--- src/rtl/alu_issue_ctrl_if.sv ---
// Handshake and ALU-side bus between the execute-stage issue controller and its
// neighbours: instruction source, ALU and register-file writeback.
interface alu_issue_ctrl_if #(
  parameter int XLEN = 32
);
  logic            instr_valid;
  logic            instr_ready;
  logic [31:0]     instr;
  logic [4:0]      rs1_addr;
  logic [4:0]      rs2_addr;
  logic            alu_en;
  logic            alu_r;
  logic            alu_i;
  logic [XLEN-1:0] alu_imm;
  logic [3:0]      alu_opcode;
  logic [XLEN-1:0] alu_result;
  logic            wb_valid;
  logic            wb_ready;
  logic [4:0]      wb_rd;
  logic [XLEN-1:0] wb_data;
  logic            wb_we;
  logic            illegal;

  modport master (
    output instr_valid, instr, alu_result, wb_ready,
    input  instr_ready, rs1_addr, rs2_addr, alu_en, alu_r, alu_i, alu_imm,
           alu_opcode, wb_valid, wb_rd, wb_data, wb_we, illegal
  );

  modport slave (
    input  instr_valid, instr, alu_result, wb_ready,
    output instr_ready, rs1_addr, rs2_addr, alu_en, alu_r, alu_i, alu_imm,
           alu_opcode, wb_valid, wb_rd, wb_data, wb_we, illegal
  );
endinterface

--- src/rtl/alu_issue_ctrl.sv ---
// Execute-stage front end: decodes RV32I OP/OP-IMM, pulses the ALU enable, waits a
// fixed latency for the result and hands it to writeback over valid/ready.
module alu_issue_ctrl #(
  parameter int RESULT_LATENCY = 1,
  parameter int XLEN           = 32
) (
  input logic             clk,
  input logic             rst,
  alu_issue_ctrl_if.slave bus
);
  localparam logic [6:0] OPC_OP    = 7'b0110011;
  localparam logic [6:0] OPC_OPIMM = 7'b0010011;

  typedef enum logic [1:0] {IDLE, ISSUE, WAIT, RESP} state_t;

  state_t          state_q, state_d;
  logic [2:0]      cnt_q, cnt_d;
  logic [4:0]      rs1_q, rs1_d, rs2_q, rs2_d, rd_q, rd_d;
  logic            alu_r_q, alu_r_d, alu_i_q, alu_i_d;
  logic            we_q, we_d, illegal_q, illegal_d;
  logic [3:0]      opc_q, opc_d;
  logic [XLEN-1:0] imm_q, imm_d, data_q, data_d;

  logic [6:0]      op, f7;
  logic [2:0]      f3;
  logic            dec_legal, dec_r, accept;
  logic [3:0]      dec_opc;
  logic [XLEN-1:0] dec_imm;

  assign op     = bus.instr[6:0];
  assign f3     = bus.instr[14:12];
  assign f7     = bus.instr[31:25];
  assign accept = bus.instr_valid && (state_q == IDLE);

  // Shift immediates carry funct7 in the upper bits, so only the shamt is passed on.
  always_comb begin
    dec_legal = 1'b0;
    dec_r     = 1'b0;
    dec_opc   = {f3, 1'b0};
    dec_imm   = '0;
    if (op == OPC_OP) begin
      dec_r     = 1'b1;
      dec_opc   = {f3, bus.instr[30]};
      dec_legal = (f7 == 7'b0000000) ||
                  ((f7 == 7'b0100000) && ((f3 == 3'b000) || (f3 == 3'b101)));
    end else if (op == OPC_OPIMM) begin
      case (f3)
        3'b001: begin
          dec_legal = (f7 == 7'b0000000);
          dec_imm   = {{(XLEN-5){1'b0}}, bus.instr[24:20]};
        end
        3'b101: begin
          dec_legal = (f7 == 7'b0000000) || (f7 == 7'b0100000);
          dec_imm   = {{(XLEN-5){1'b0}}, bus.instr[24:20]};
          dec_opc   = {f3, bus.instr[30]};
        end
        default: begin
          dec_legal = 1'b1;
          dec_imm   = {{(XLEN-12){bus.instr[31]}}, bus.instr[31:20]};
        end
      endcase
    end
  end

  always_comb begin
    state_d   = state_q;
    cnt_d     = cnt_q;
    rs1_d     = rs1_q;
    rs2_d     = rs2_q;
    rd_d      = rd_q;
    alu_r_d   = alu_r_q;
    alu_i_d   = alu_i_q;
    we_d      = we_q;
    opc_d     = opc_q;
    imm_d     = imm_q;
    data_d    = data_q;
    illegal_d = 1'b0;
    case (state_q)
      IDLE: begin
        if (accept) begin
          if (dec_legal) begin
            state_d = ISSUE;
            rs1_d   = bus.instr[19:15];
            rs2_d   = bus.instr[24:20];
            rd_d    = bus.instr[11:7];
            we_d    = (bus.instr[11:7] != 5'd0);
            alu_r_d = dec_r;
            alu_i_d = ~dec_r;
            opc_d   = dec_opc;
            imm_d   = dec_imm;
          end else begin
            illegal_d = 1'b1;
          end
        end
      end
      ISSUE: begin
        state_d = WAIT;
        cnt_d   = 3'(RESULT_LATENCY);
      end
      WAIT: begin
        cnt_d = cnt_q - 3'd1;
        // The counter reaches zero on this edge: the ALU result is due now.
        if (cnt_q <= 3'd1) begin
          cnt_d   = 3'd0;
          data_d  = bus.alu_result;
          state_d = RESP;
        end
      end
      RESP: begin
        if (bus.wb_ready) state_d = IDLE;
      end
      default: state_d = IDLE;
    endcase
  end

  always_ff @(posedge clk) begin
    if (rst) begin
      state_q   <= IDLE;
      cnt_q     <= '0;
      rs1_q     <= '0;
      rs2_q     <= '0;
      rd_q      <= '0;
      alu_r_q   <= 1'b0;
      alu_i_q   <= 1'b0;
      we_q      <= 1'b0;
      opc_q     <= '0;
      imm_q     <= '0;
      data_q    <= '0;
      illegal_q <= 1'b0;
    end else begin
      state_q   <= state_d;
      cnt_q     <= cnt_d;
      rs1_q     <= rs1_d;
      rs2_q     <= rs2_d;
      rd_q      <= rd_d;
      alu_r_q   <= alu_r_d;
      alu_i_q   <= alu_i_d;
      we_q      <= we_d;
      opc_q     <= opc_d;
      imm_q     <= imm_d;
      data_q    <= data_d;
      illegal_q <= illegal_d;
    end
  end

  assign bus.instr_ready = (state_q == IDLE);
  assign bus.alu_en      = (state_q == ISSUE);
  assign bus.wb_valid    = (state_q == RESP);
  assign bus.rs1_addr    = rs1_q;
  assign bus.rs2_addr    = rs2_q;
  assign bus.alu_r       = alu_r_q;
  assign bus.alu_i       = alu_i_q;
  assign bus.alu_imm     = imm_q;
  assign bus.alu_opcode  = opc_q;
  assign bus.wb_rd       = rd_q;
  assign bus.wb_data     = data_q;
  assign bus.wb_we       = we_q;
  assign bus.illegal     = illegal_q;
endmodule

--- src/flat_wrapper.sv ---
// flat-port wrapper written by rule: the top's interface ports become plain ports
module alu_issue_ctrl_flat 
#(
  parameter int RESULT_LATENCY = 1,
  parameter int XLEN           = 32
)
  (clk, rst, bus_instr_valid, bus_instr, bus_alu_result, bus_wb_ready, bus_instr_ready, bus_rs1_addr, bus_rs2_addr, bus_alu_en, bus_alu_r, bus_alu_i, bus_alu_imm, bus_alu_opcode, bus_wb_valid, bus_wb_rd, bus_wb_data, bus_wb_we, bus_illegal);
  alu_issue_ctrl_if #(.XLEN(XLEN)) bus_i ();
  input logic clk;
  input logic rst;
  input wire logic [$bits(bus_i.instr_valid)-1:0] bus_instr_valid;
  input wire logic [$bits(bus_i.instr)-1:0] bus_instr;
  input wire logic [$bits(bus_i.alu_result)-1:0] bus_alu_result;
  input wire logic [$bits(bus_i.wb_ready)-1:0] bus_wb_ready;
  output wire logic [$bits(bus_i.instr_ready)-1:0] bus_instr_ready;
  output wire logic [$bits(bus_i.rs1_addr)-1:0] bus_rs1_addr;
  output wire logic [$bits(bus_i.rs2_addr)-1:0] bus_rs2_addr;
  output wire logic [$bits(bus_i.alu_en)-1:0] bus_alu_en;
  output wire logic [$bits(bus_i.alu_r)-1:0] bus_alu_r;
  output wire logic [$bits(bus_i.alu_i)-1:0] bus_alu_i;
  output wire logic [$bits(bus_i.alu_imm)-1:0] bus_alu_imm;
  output wire logic [$bits(bus_i.alu_opcode)-1:0] bus_alu_opcode;
  output wire logic [$bits(bus_i.wb_valid)-1:0] bus_wb_valid;
  output wire logic [$bits(bus_i.wb_rd)-1:0] bus_wb_rd;
  output wire logic [$bits(bus_i.wb_data)-1:0] bus_wb_data;
  output wire logic [$bits(bus_i.wb_we)-1:0] bus_wb_we;
  output wire logic [$bits(bus_i.illegal)-1:0] bus_illegal;
  assign bus_i.instr_valid = bus_instr_valid;
  assign bus_i.instr = bus_instr;
  assign bus_i.alu_result = bus_alu_result;
  assign bus_i.wb_ready = bus_wb_ready;
  assign bus_instr_ready = bus_i.instr_ready;
  assign bus_rs1_addr = bus_i.rs1_addr;
  assign bus_rs2_addr = bus_i.rs2_addr;
  assign bus_alu_en = bus_i.alu_en;
  assign bus_alu_r = bus_i.alu_r;
  assign bus_alu_i = bus_i.alu_i;
  assign bus_alu_imm = bus_i.alu_imm;
  assign bus_alu_opcode = bus_i.alu_opcode;
  assign bus_wb_valid = bus_i.wb_valid;
  assign bus_wb_rd = bus_i.wb_rd;
  assign bus_wb_data = bus_i.wb_data;
  assign bus_wb_we = bus_i.wb_we;
  assign bus_illegal = bus_i.illegal;
  alu_issue_ctrl #(.RESULT_LATENCY(RESULT_LATENCY), .XLEN(XLEN)) u_core (.clk(clk), .rst(rst), .bus(bus_i));
endmodule
--- config.mk ---
export PLATFORM = sky130hd
export DESIGN_NAME = alu_issue_ctrl_flat
export DESIGN_NICKNAME = d
export VERILOG_FILES = /design/src/rtl/alu_issue_ctrl_if.sv /design/src/rtl/alu_issue_ctrl.sv /design/src/flat_wrapper.sv
export SDC_FILE = /design/constraint.sdc
export NUM_CORES = 1
export LEC_CHECK = 0
export ABC_AREA = 1
export CORE_UTILIZATION = 30
export CTS_BUF_LIST = sky130_fd_sc_hd__clkbuf_2 sky130_fd_sc_hd__clkbuf_4 sky130_fd_sc_hd__clkbuf_8
export DETAILED_ROUTE_END_ITERATION = 8
export MAX_ROUTING_LAYER = met4
export PLACE_DENSITY = 0.74
export SETUP_SLACK_MARGIN = 0.15
export SLEW_MARGIN = 20
export SYNTH_ARGS = -nofsm -noshare
export SYNTH_HDL_FRONTEND = slang
export SYNTH_SLANG_ARGS = --single-unit
--- constraint.sdc ---
create_clock -name clk -period 1.7 [get_ports clk]
set_input_delay 0.17 -clock clk [delete_from_list [all_inputs] [get_ports clk]]
set_output_delay 0.17 -clock clk [all_outputs]
set_load 0.1 [all_outputs]
* Yosys cells after proc, flatten, opt, wreduce, memory -nomap -nowiden
Cells that the tools add are included.
** Word-level totals
- Flip-flop bits (word level) :: 92
- Bits of input ports :: 68
- Output and inout port bits :: 90
** Cells by class
- Add/sub/neg operators :: 1
- Order comparisons :: 1
- Eq/ne operators :: 12
- Muxes and demuxes :: 18
- Bitwise logic cells :: 3
- Reduce and logical (&&, ||, !) cells :: 15
** Operators by type and width (count)
- 2-to-1 mux 32 bit :: 3
- == test 7 x 6 -> 1 bit, second input constant :: 2
- 2-to-1 mux 2 bit :: 4
- one-hot mux 2 bit (4 select lines) :: 1
- == test 7 x 5 -> 1 bit, second input constant :: 1
- zero test 7 bit :: 1
- 2-to-1 mux 1 bit :: 7
- != test 2 x 1 -> 1 bit, second input constant :: 3
- one-hot mux 3 bit (2 select lines) :: 1
- nonzero test 5 bit :: 1
- == test 2 bit, second input constant :: 2
- AND reduction 4 bit :: 1
- == test 3 x 1 -> 1 bit, second input constant :: 1
- == test 3 bit, second input constant :: 1
- less-or-equal comparator 3 x 1 -> 1 bit, second input constant :: 1
- zero test 3 bit :: 1
- logical OR 1 bit :: 3
- 2-to-1 mux 3 bit :: 1
- NOT 1 bit :: 3
- AND reduction 3 bit :: 1
- OR reduction 3 bit :: 1
- subtractor 3 x 1 -> 3 bit, second input constant :: 1
- == test 2 x 1 -> 1 bit, second input constant :: 1
- logical AND 1 bit :: 2
- 6 further kinds :: 6

* Logic depth before layout (Yosys ltp)
- Depth in word-level cells :: 8
- Mapped depth :: 11
- Gate-level depth less buffers :: 11

* Worst setup path before layout
OpenSTA, ideal clock, no wires.
- Path kind :: register -> register
- Start :: register u_core.state_q[0]
- End :: register u_core.imm_q[3] (netlist: u_core.bus.alu_imm[3])
- Setup time :: 0.067 ns
- Arrival time :: 2.025 ns
- Path slack :: -0.392 ns
- Cell stages (with the launch flop) :: 8
- Period minus slack after synthesis :: 2.092 ns
- Cell sequence :: dfxtp_1 -> inv_1 -> ha_1 -> inv_1 -> nor2_4 -> buf_6 -> nand3_1 -> a21oi_2
** Between the ends
- Longest elaborated chain between the ends :: 3
** RTL lines
- start: declaration :: RTL line alu_issue_ctrl.sv:16 : state_t state_q, state_d;
- start signal: assignment :: RTL line alu_issue_ctrl.sv:131 : state_q <= state_d;
- zero test 2 bit *
- via bus_instr_ready :: RTL line flat_wrapper.sv:15 : output wire logic [$bits(bus_i.instr_ready)-1:0] bus_instr_ready;
- logical AND 1 bit :: RTL line alu_issue_ctrl.sv:33 : assign accept = bus.instr_valid && (state_q == IDLE);
- AND reduction 3 bit (no line) *
- end signal: assignment :: RTL line alu_issue_ctrl.sv:140 : imm_q <= imm_d;
- end: declaration :: RTL line alu_issue_ctrl.sv:22 : logic [XLEN-1:0] imm_q, imm_d, data_q, data_d;
Mark *: on every way through the listed nets, which the timed path passes. The rest lies on a longest branch.
A chain may end at the register's enable or synchronous reset.

* Final worst setup path
- Start :: input bus_instr[3]
- End :: register u_core.rd_q[1] (netlist: u_core.bus.wb_rd[1])
** Between the ends
- Longest elaborated chain between the ends :: 4
** RTL lines
- start: declaration :: RTL line flat_wrapper.sv:12 : input wire logic [$bits(bus_i.instr)-1:0] bus_instr;
- == test 7 x 5 -> 1 bit :: RTL line alu_issue_ctrl.sv:46 : end else if (op == OPC_OPIMM) begin
- 2-to-1 mux 1 bit :: RTL line alu_issue_ctrl.sv:46
- 2-to-1 mux 1 bit * :: RTL line alu_issue_ctrl.sv:41 : if (op == OPC_OP) begin
- AND reduction 3 bit (no line) *
- end signal: assignment :: RTL line alu_issue_ctrl.sv:135 : rd_q <= rd_d;
- end: declaration :: RTL line alu_issue_ctrl.sv:18 : logic [4:0] rs1_q, rs1_d, rs2_q, rs2_d, rd_q, rd_d;
Mark *: on every way between the ends. The rest lies on a longest branch, timed or not.

==> impl_metrics.env <==
export IMPL_core_rowCount=37
export IMPL_place_hpwl_mm=6.74
export IMPL_synth_top_area_cell="dfxtp_1"
export IMPL_fin_nets=668
export IMPL_p_per_area_mw_per_mm2=808
export IMPL_ys_seq_elements=72
export IMPL_setup_viol=0
export IMPL_clock_fmax_mhz=664
export IMPL_wl_mm=9.56
export IMPL_htree_levels=3
export IMPL_die_y_um=104
export IMPL_tns_ns=0
export IMPL_worst_pin_slew_ns=0.288
export IMPL_ys_seq_area_share_pct=45.8
export IMPL_drive_gt1_share_pct=29.5
export IMPL_period_needed_ns=1.51
export IMPL_crit_chain="clkdlybuf4s50_1 -> nor2_4 -> nand3b_4 -> a21oi_4 -> nand3_2 -> nor2_4 -> clkbuf_16 -> o21ai_0 -> nor2_1"
export IMPL_post_place_ws_ns=-0.126
export IMPL_grt_pass1_vias=3206
export IMPL_timing_hold_violations_final=0
export IMPL_worstSetupStartpointType="input port"
export IMPL_postSynthAreaPerCell_um2=7.38
export IMPL_cts_tree="done"
export IMPL_hp_class="in -> reg"
export IMPL_grt_pass1_wl_mm=14.9
export IMPL_reg2reg_to="u_core.bus.wb_data[11]"
export IMPL_critPathMaxStageDelay_ns=0.44
export IMPL_layout_setup_ws_ns=0.195
export IMPL_crit_arrival_ns=1.78
export IMPL_cp_num_buf_inv=2
export IMPL_diodes=0
export IMPL_first_pass_iters=4
export IMPL_die_area_mm2=0.0109
export IMPL_port_buffers=157
export IMPL_syn2layout_area_growth_pct=73.9
export IMPL_design_area_mm2=0.00547
export IMPL_routedWlPerCell_um=13.0
export IMPL_gr_usage_all_layers_pct=17.3
export IMPL_r2r_slack_ns=0.23
export IMPL_maxSlewViolCount=0
export IMPL_vias_per_cell=4.53
export IMPL_cp_required_ns=1.98
export IMPL_min_from="bus_instr[28]"
export IMPL_final_antenna_net_count=0
export IMPL_io_pins=158
export IMPL_hold_end="u_core.bus.alu_imm[8]"
export IMPL_worstPathMaxFanout=12
export IMPL_ys_types=31
export IMPL_peakVddDrop_uv=568
export IMPL_maxSlewHeadroom_pct=81.0
export IMPL_critical_path_class="in -> reg"
export IMPL_critical_path_depth=9
export IMPL_root_buffer="clkbuf_8"
export IMPL_die_w_um=104
export IMPL_drc=0
export IMPL_placed_cell_area_mm2=0.00503
export IMPL_numCtsBuffers=9
export IMPL_core_area_mm2=0.0102
export IMPL_cts_clk_slew_worst_paths_ns=0.09
export IMPL_crit_path_end_kind="flop"
export IMPL_synth_top_area_share_pct=45.8
export IMPL_syn_num_nets=500
export IMPL_rr_worst_depth=8
export IMPL_cap_violations=0
export IMPL_rsz0062_at_grt="yes"
export IMPL_cpLargestDelayFamily="simple AND/OR/NAND/NOR gates"
export IMPL_clk_latency_ns=0.34
export IMPL_clock_sinks=72
export IMPL_grt_max_degree=53
export IMPL_power_total_mw=4.42
export IMPL_overflow=0
export IMPL_synthCells=426
export IMPL_drtIter0Drc=118
export IMPL_nFillCells=939
export IMPL_cp_slowest_cell="clkdlybuf4s50_1"
export IMPL_syn_cell_area_mm2=0.00315
export IMPL_hold_path_depth=5
export IMPL_cp_common_cell="nor2_4"
export IMPL_start_util_pct=30.7
export IMPL_p_leak_nw=2.50
export IMPL_finalCritPeriodShare_pct=88.6
export IMPL_antenna_found_initial=0
export IMPL_cts_buffer_depth=2
export IMPL_via_count=3327
export IMPL_post_route_util_pct=53.5
export IMPL_synth_warnings=0
export IMPL_r2r_start="u_core.state_q[0]"
export IMPL_synth_area_top_cells="dfxtp_1, nor2_1, o21ai_0"
export IMPL_seq_area_mm2=0.00144
export IMPL_finClkSkew_ns=0.0172
export IMPL_multi_input_area_mm2=0.00143
export IMPL_gp_congestion=0.846
export IMPL_status="finished clean"
==> how the worst max path moves through the flow <==
stage                    start                        to  slack [ns]
2_1_floorplan  u_core.cnt_q[1]     u_core.bus.wb_data[0]        0.17
3_3_place_gp      bus_instr[4]  u_core.bus.alu_opcode[0]       -0.08
3_5_place_dp     bus_instr[26]  u_core.bus.alu_opcode[0]       -0.13
4_1_cts        u_core.cnt_q[1]    u_core.bus.wb_data[28]        0.17
5_1_grt           bus_instr[0]          u_core.bus.alu_r         0.1
6_report          bus_instr[3]       u_core.bus.wb_rd[1]        0.19
==> power breakdown <==
group	internal, mW	switching [mW]
clock	0.754	0.654
combinational	0.474	0.752
sequential	1.75	0.0395
==> final cells by class <==
| class | count | area share [%] |
|---|---|---|
| timing repair buffer | 196 | 38.7 |
| sequential | 72 | 26.4 |
| multi-input combinational | 287 | 26.1 |
| tap | 136 | 3.11 |
| clock buffer | 11 | 2.77 |
| inverter | 28 | 1.97 |
| clock inverter | 5 | 1.01 |
==> cell usage in the layout (no fill, tap or decap), types with 2 or more instances in the layout <==
cell	instances
nor2_1	103
buf_4	93
dfxtp_1	70
clkdlybuf4s50_1	59
nand2_1	56
o21ai_0	48
buf_12	32
a21oi_1	24
inv_1	22
nand3_1	11
clkbuf_8	11
dlymetal6s2s_1	8
nand4_1	7
inv_2	5
nor2_4	5
nor2_2	5
ha_1	4
nor3_1	3
clkbuf_16	3
nand2_4	2
nand2_2	2
nand3_2	2
clkinvlp_4	2
clkinv_2	2
dfxtp_2	2
==> registers in the layout, indices dropped and copies added, names as in the netlist, 2 cells and up <==
signal	cells
u_core.cnt_q	3
u_core.bus.rs2_addr	5
u_core.bus.alu_opcode	4
u_core.bus.wb_data	32
u_core.bus.alu_imm	12
u_core.state_q	2
u_core.bus.rs1_addr	5
u_core.bus.wb_rd	5
==> cells in the mapped netlist <==
cell,n
nand3_2,1
a31oi_1,1
o211ai_1,1
o22ai_1,1
a21oi_1,24
a21oi_4,1
o21ai_0,50
or2_2,1
ha_1,6
nand4_2,1
nand4_1,7
nor2_4,2
inv_1,27
nor2_1,111
o211a_1,1
a21oi_2,1
buf_2,5
dfxtp_1,72
buf_1,1
inv_2,1
a211oi_1,1
nor3_1,3
buf_6,3
nand2_1,58
nand2_2,1
clkbuf_1,10
nand3_1,12
buf_4,20
nand3b_2,1
nand2_4,1
or4_1,1
==> metal layers <==
layer	routed length [um]	GRT usage (%)	vias up
li1	-	-	1686
met1	4060	20.2	1503
met2	4800	28.7	132
met3	619	4.95	6
met4	76	5.00	0
met5	0	-	-
==> metrics by stage <==
stage | cells | hold WS [ns]
after floorplan | 426 | 0.296
after global placement | 709 | 0.436
after detailed placement | 709 | 0.458
after CTS | 725 | 0.390
after global routing | 735 | 0.273
final | 735 | 0.269
==> tightest hold or removal path: stages <==
cell	delay [ns]
dlymetal6s2s_1	0.14
nand2_1	0.08
nor2_1	0.04
nand4_1	0.08
a21oi_1	0.06
==> repair_timing <==
| item | in CTS | in global routing |
|---|---|---|
| gates cloned | 0 | 4 |
| endpoints found under the setup margin | 32 | 45 |
| hold buffers | 0 | 0 |
| resized for setup | 3 | 33 |
| pin swaps | 0 | 12 |
| setup buffers | 0 | 6 |
==> kinds of logic (layout without fill, tap and decap cells) <==
kind of cell	after synthesis	after routing	synth area share [%]
AND/OR/NAND/NOR	200	200	26.7
AO/OA/AOI/OAI	81	81	13.8
flip-flops	72	72	45.8
buffers and inverters	67	240	11.3
adder cells (fa/ha/maj)	6	6	2.39
Note: power is estimated with default switching activity, not from simulation.
